[src/rtl/instr_seq.sv]
// rtl/instr_seq.sv - instruction register, fetch/execute state bit, flags and one-hot opcode decoder
module instr_seq (
  input  logic       clk,
  input  logic       rst,
  input  logic [7:0] ram_dout,
  input  logic       ir_ld,
  input  logic       sm_en,
  input  logic       cf_en,
  input  logic       zf_en,
  input  logic       c_in,
  input  logic       z_in,
  output logic [7:0] ir,
  output logic       sm,
  output logic       c,
  output logic       z,
  output logic       mova,
  output logic       movb,
  output logic       movc,
  output logic       add,
  output logic       sub,
  output logic       and1,
  output logic       not1,
  output logic       rsr,
  output logic       rsl,
  output logic       jmp,
  output logic       jz,
  output logic       jc,
  output logic       in1,
  output logic       out1,
  output logic       nop,
  output logic       halt
);

  typedef enum logic {
    FETCH   = 1'b0,
    EXECUTE = 1'b1
  } state_t;

  state_t state;

  // Halt is handled upstream: the generator withholds sm_en, so state simply holds.
  always_ff @(posedge clk or posedge rst) begin
    if (rst) begin
      state <= FETCH;
      ir    <= 8'h00;
      c     <= 1'b0;
      z     <= 1'b0;
    end else begin
      if (ir_ld) ir <= ram_dout;
      if (sm_en) state <= (state == FETCH) ? EXECUTE : FETCH;
      if (cf_en) c <= c_in;
      if (zf_en) z <= z_in;
    end
  end

  assign sm = (state == EXECUTE);

  always_comb begin
    mova = 1'b0;
    movb = 1'b0;
    movc = 1'b0;
    add  = 1'b0;
    sub  = 1'b0;
    and1 = 1'b0;
    not1 = 1'b0;
    rsr  = 1'b0;
    rsl  = 1'b0;
    jmp  = 1'b0;
    jz   = 1'b0;
    jc   = 1'b0;
    in1  = 1'b0;
    out1 = 1'b0;
    nop  = 1'b0;
    halt = 1'b0;
    if (sm) begin
      case (ir[7:4])
        4'b1100: begin
          // Store form wins over load form, so 8'hCF decodes as movb only.
          if (ir[3:2] == 2'b11)      movb = 1'b1;
          else if (ir[1:0] == 2'b11) movc = 1'b1;
          else                       mova = 1'b1;
        end
        4'b1001: add  = 1'b1;
        4'b0110: sub  = 1'b1;
        4'b1011: and1 = 1'b1;
        4'b0101: not1 = 1'b1;
        4'b1010: begin
          rsr = (ir[1:0] == 2'b00);
          rsl = (ir[1:0] == 2'b11);
        end
        4'b0011: begin
          jmp = (ir[3:2] == 2'b00);
          jz  = (ir[3:2] == 2'b01);
          jc  = (ir[3:2] == 2'b10);
        end
        4'b0010: in1  = 1'b1;
        4'b0100: out1 = 1'b1;
        4'b0111: nop  = 1'b1;
        4'b1000: halt = 1'b1;
        default: ;
      endcase
    end
  end

endmodule

[config.mk]
export PLATFORM = sky130hd
export DESIGN_NAME = instr_seq
export DESIGN_NICKNAME = d
export VERILOG_FILES = /design/src/rtl/instr_seq.sv
export SDC_FILE = /design/constraint.sdc
export NUM_CORES = 1
export LEC_CHECK = 0
export BUFFER_PORTS_ARGS = -buffer_cell sky130_fd_sc_hd__buf_2
export CORE_UTILIZATION = 34
export DETAILED_ROUTE_END_ITERATION = 8
export GPL_TIMING_DRIVEN = 0
export PLACE_DENSITY = 0.75
export SYNTH_ARGS = -nofsm -noshare
export SYNTH_HDL_FRONTEND = slang
export SYNTH_SLANG_ARGS = --single-unit
[constraint.sdc]
create_clock -name clk -period 1.35 [get_ports clk]
set_clock_uncertainty 0.2 [all_clocks]
set_input_delay 0.2025 -clock clk [delete_from_list [all_inputs] [get_ports clk]]
set_output_delay 0.2025 -clock clk [all_outputs]
set_load 0.01 [all_outputs]
# After elaboration in Yosys (flattened, before gate mapping)
# Index checks and enable logic that the tools add are counted.
[totals]
reg_bits = 11
in_bits = 16
[op_classes]
n_eq_ne = 15
n_mux = 38
reduce_logical = 2
[ops]
columns = ["operator", "count"]
rows = [
  ["$mux 1", 38],
  ["$eq 4x4->1 const B", 5],
  ["$eq 4x3->1 const B", 4],
  ["$eq 4x2->1 const B", 2],
  ["$eq 2x2->1 const B", 3],
  ["$logic_not 2->1", 2],
  ["$eq 2x1->1 const B", 1],
]

# Longest topological paths before layout
[logic_depth]
word_depth = 5
mapped_depth = 3

# Least setup slack after synthesis
# No wires, ideal clock.
[synth_timing]
kind = "register to output"
start = "register state (netlist: sm)"
end = "output jc"
arrival_time_ns = 1.224
required_ns = 0.947
setup_slack_ns = -0.277
path_stages_with_launch = 3
n_path_buf = 0
path_cell_list = "dfrtp_1 > or3b_4 > nor4_1"
[synth_via]
elab_chain_cells = 1
[synth_rtl]
columns = ["item", "line", "source"]
rows = [
  ["start, declared", "39", "state_t state;"],
  ["start signal, assigned", "50", "if (sm_en) state <= (state == FETCH) ? EXECUTE : FETCH;"],
  ["$mux 1", "75", "if (sm) begin"],
  ["end, declared", "27", "output logic jc,"],
]
# Every way passes these cells.

# Worst setup path in the final report
[layout_timing]
start = "register ir[6]"
end = "output jz"
[layout_via]
elab_chain_cells = 3
[layout_rtl]
columns = ["item", "line", "source"]
rows = [
  ["start, declared", "12", "output logic [7:0] ir,"],
  ["start signal, assigned", "49", "if (ir_ld) ir <= ram_dout;"],
  ["$eq 4x2->1", "76", "case (ir[7:4])"],
  ["$mux 1", "76", ""],
  ["$mux 1", "75", ""],
  ["end, declared", "26", "output logic jz,"],
]
# Every way passes these cells.

==> qor.txt <==
Die Y: 42.7 um
Achievable Freq: 528 MHz
IO buf count: 41
Clock Tree Root: clkbuf_4
Clock power frac: 0.201
H-tree depth: 1
Critical path class: flop to output port
Clock tree buffer depth: 2
Max rail drop VDD: 0.661 mV
Synth top area share: 0.489
Number of CTS-inserted buffers: 3
Final min period: 1890 ps
Slew @ Worst Pin: 403 ps
Final antenna-violating net count: 0
DRT Wirelength: 1650 um
1st-pass router iterations: 4
HPWL Detailed: 1030 um
Final instance area: 1130 um^2
Worst hold path type: input port to flop
Total Nets Final: 136
Area delta synth->final: 102%
Syn Area/Cell: 10.6 um^2
Internal power: 0.734 mW
First-pass GRT wire length: 2720 um
Initial antenna violation count: 0
Relative slew margins: 0.731
Fin. Hold Viols: 0
Max FO, Critical Path: 4
DIE AREA: 1820 um^2
# rows: 14
Crit Reg-Reg Startpoint: ir[6]$_DFFE_PP0P_
DRC violations left: 0
Switching Share: 0.333
Gpl congestion: 0.766
Synth top area cells: dfrtp_1 (49%), mux2_2 (18%), nor2_1 (5.3%), nor4_1 (4.4%), nand2_1 (2.7%)
Yosys warns: 0
Combinational share of power: 0.396
ANT cells: 0
Distinct cell type count after synthesis: 18
Startpoint of the worst hold path: ir_ld
Worst Setup Start Kind: flop
IO Count: 43
Reg clk slew, reported paths: 70 ps
Sequential share of power: 0.403
Initial DRC Count: 9
Worst setup EP type: output port
Post-synthesis net count: 69
Clock Latency Late Sink: 260 ps
Failing checks: setup timing
Grt ovf: 0
Area after DPL: 876 um^2
Final setup vio count: 18
Reg2Reg Setup Slack: 130 ps
Crit share post-route: 1.40
RSZ-0062 raised after global routing: true
Max-Cap Viols: 0
Core Area: 1520 um^2
Vias in the first global route: 625
Sw power: 0.366 mW
CTS tree: done
Worst setup margin: -543 ps
Final Max Slew Viols: 0
DR vias: 647
Share of cells above drive strength 1: 0.630
Synth area leader: dfrtp_1
Status: complete, but fails checks
Crit. Startpoint: ir[6]$_DFFE_PP0P_
CP required: 950 ps
Pleak: 0.557 nW
TritonCTS Sinks: 11
FF+latch count, synth: 11
Sequential area share after synthesis: 0.489
Largest net degree at the start of global routing: 12
Die W: 42.7 um
Initial core utilization: 0.369
Pwr Density: 969 nW/um^2
Vias per inst: 4.79
WL per Instance: 12.2 um
Fin Setup TNS: -6870 ps
Overall Global Routing Usage: 0.201
Cell area after synthesis: 563 um^2
Mapped Cells: 53
Crit path DAT: 1490 ps
==> worst paths after layout <==
| kind | cells past startpoint | endpoint |
|---|---|---|
| min | 3 | ir[3]$_DFFE_PP0P_ |
| min in group asynchronous | 3 | ir[0]$_DFFE_PP0P_ |
| max reg2reg | 3 | ir[6]$_DFFE_PP0P_ |
| min reg2reg | 1 | z$_DFFE_PP0P_ |
| max | 3 | jz |
| max in group asynchronous | 3 | ir[2]$_DFFE_PP0P_ |
==> critical path: stages (launching register included) <==
cell and delay, ps:
dfrtp_1 410, or3b_4 450, nor4b_4 210, buf_2 160
==> synthesized netlist by cell type <==
cell      instances
and2_1            1
mux2_2            9
dfrtp_1          11
nor2_1            8
nand3b_1          2
buf_2             1
nor4_1            4
nand2_1           4
or2_1             1
nor3_1            2
nor4b_2           1
inv_1             2
o21ai_0           1
nand2b_1          2
or3b_4            1
nor4b_1           1
xor2_1            1
nand3_1           1
==> routing by layer <==
layer	GRT usage	share of wire	routed length, um	up-vias
met5	0	0	0	-
met4	0.113	0.015	25	0
met3	0.0255	0.061	101	4
met2	0.361	0.52	857	32
met1	0.226	0.40	666	292
li1	-	-	-	319
==> power groups by stage <==
stage	clock (mW)	sequential, mW	combinational [mW]
finish	0.221	0.443	0.436
global route	0.244	0.451	0.470
CTS	0.227	0.443	0.363
detailed placement	0	0.451	0.293
global placement	0	0.447	0.289
floorplan	0	0.462	0.170
==> what timing repair did <==
action,4_1_cts,5_1_grt
endpoints found under the setup margin,16,19
hold endpoints to repair,22,0
cloned,0,0
pin swaps,6,5
resized for setup,5,7
hold buffers,14,0
buffers inserted,5,4
==> per-stage QoR <==
| step | setup WS, ps | total power, mW | hold slack [ps] | cells | utilization |
|---|---|---|---|---|---|
| 2_1_floorplan | -192 | 0.632 | -145 | 53 | - |
| 3_5_place_dp | -271 | 0.743 | 3.51 | 110 | 0.575 |
| 5_1_grt | -605 | 1.16 | 94.6 | 135 | 0.745 |
| 3_3_place_gp | -255 | 0.736 | 2.32 | 110 | 0.575 |
| 4_1_cts | -545 | 1.03 | 78.1 | 133 | 0.724 |
| 6_report | -543 | 1.10 | 77.1 | 135 | 0.745 |
==> flip-flops by register name, indices dropped and copies added, names as in the netlist <==
name,cells
ir,8
z,1
sm,1
c,1
==> placed cells by master, fill, tap and decap left out, types with 2 or more instances in the layout <==
| cell type | n |
|---|---|
| buf_2 | 39 |
| buf_4 | 2 |
| buf_6 | 8 |
| clkbuf_4 | 3 |
| dfrtp_1 | 7 |
| dfrtp_2 | 4 |
| dlygate4sd3_1 | 14 |
| inv_1 | 2 |
| mux2_2 | 9 |
| nand2_1 | 4 |
| nand2b_1 | 2 |
| nand3b_1 | 2 |
| nor2_1 | 8 |
| nor4_2 | 2 |
| nor4_4 | 2 |
| nor4b_4 | 2 |
==> final cells by class <==
| class | instances | area, um^2 |
|---|---|---|
| multi-input combinational | 39 | 360 |
| clock buffer | 4 | 26.3 |
| buffer | 1 | 5.00 |
| tap | 16 | 20.0 |
| sequential | 11 | 280 |
| inverter | 2 | 7.51 |
| timing repair buffer | 62 | 435 |
| fill | 119 | 389 |
==> cells by family after synthesis <==
kind of cell	Yosys count	synth area share
and+or+nand+nor	28	0.284
buffers and inverters	3	0.0222
muxes	9	0.180
DFF	11	0.489
xor gates and xnor gates	1	0.0156
AOI/OAI and AO/OA	1	0.00888
Note: power is estimated with default switching activity, not from simulation.
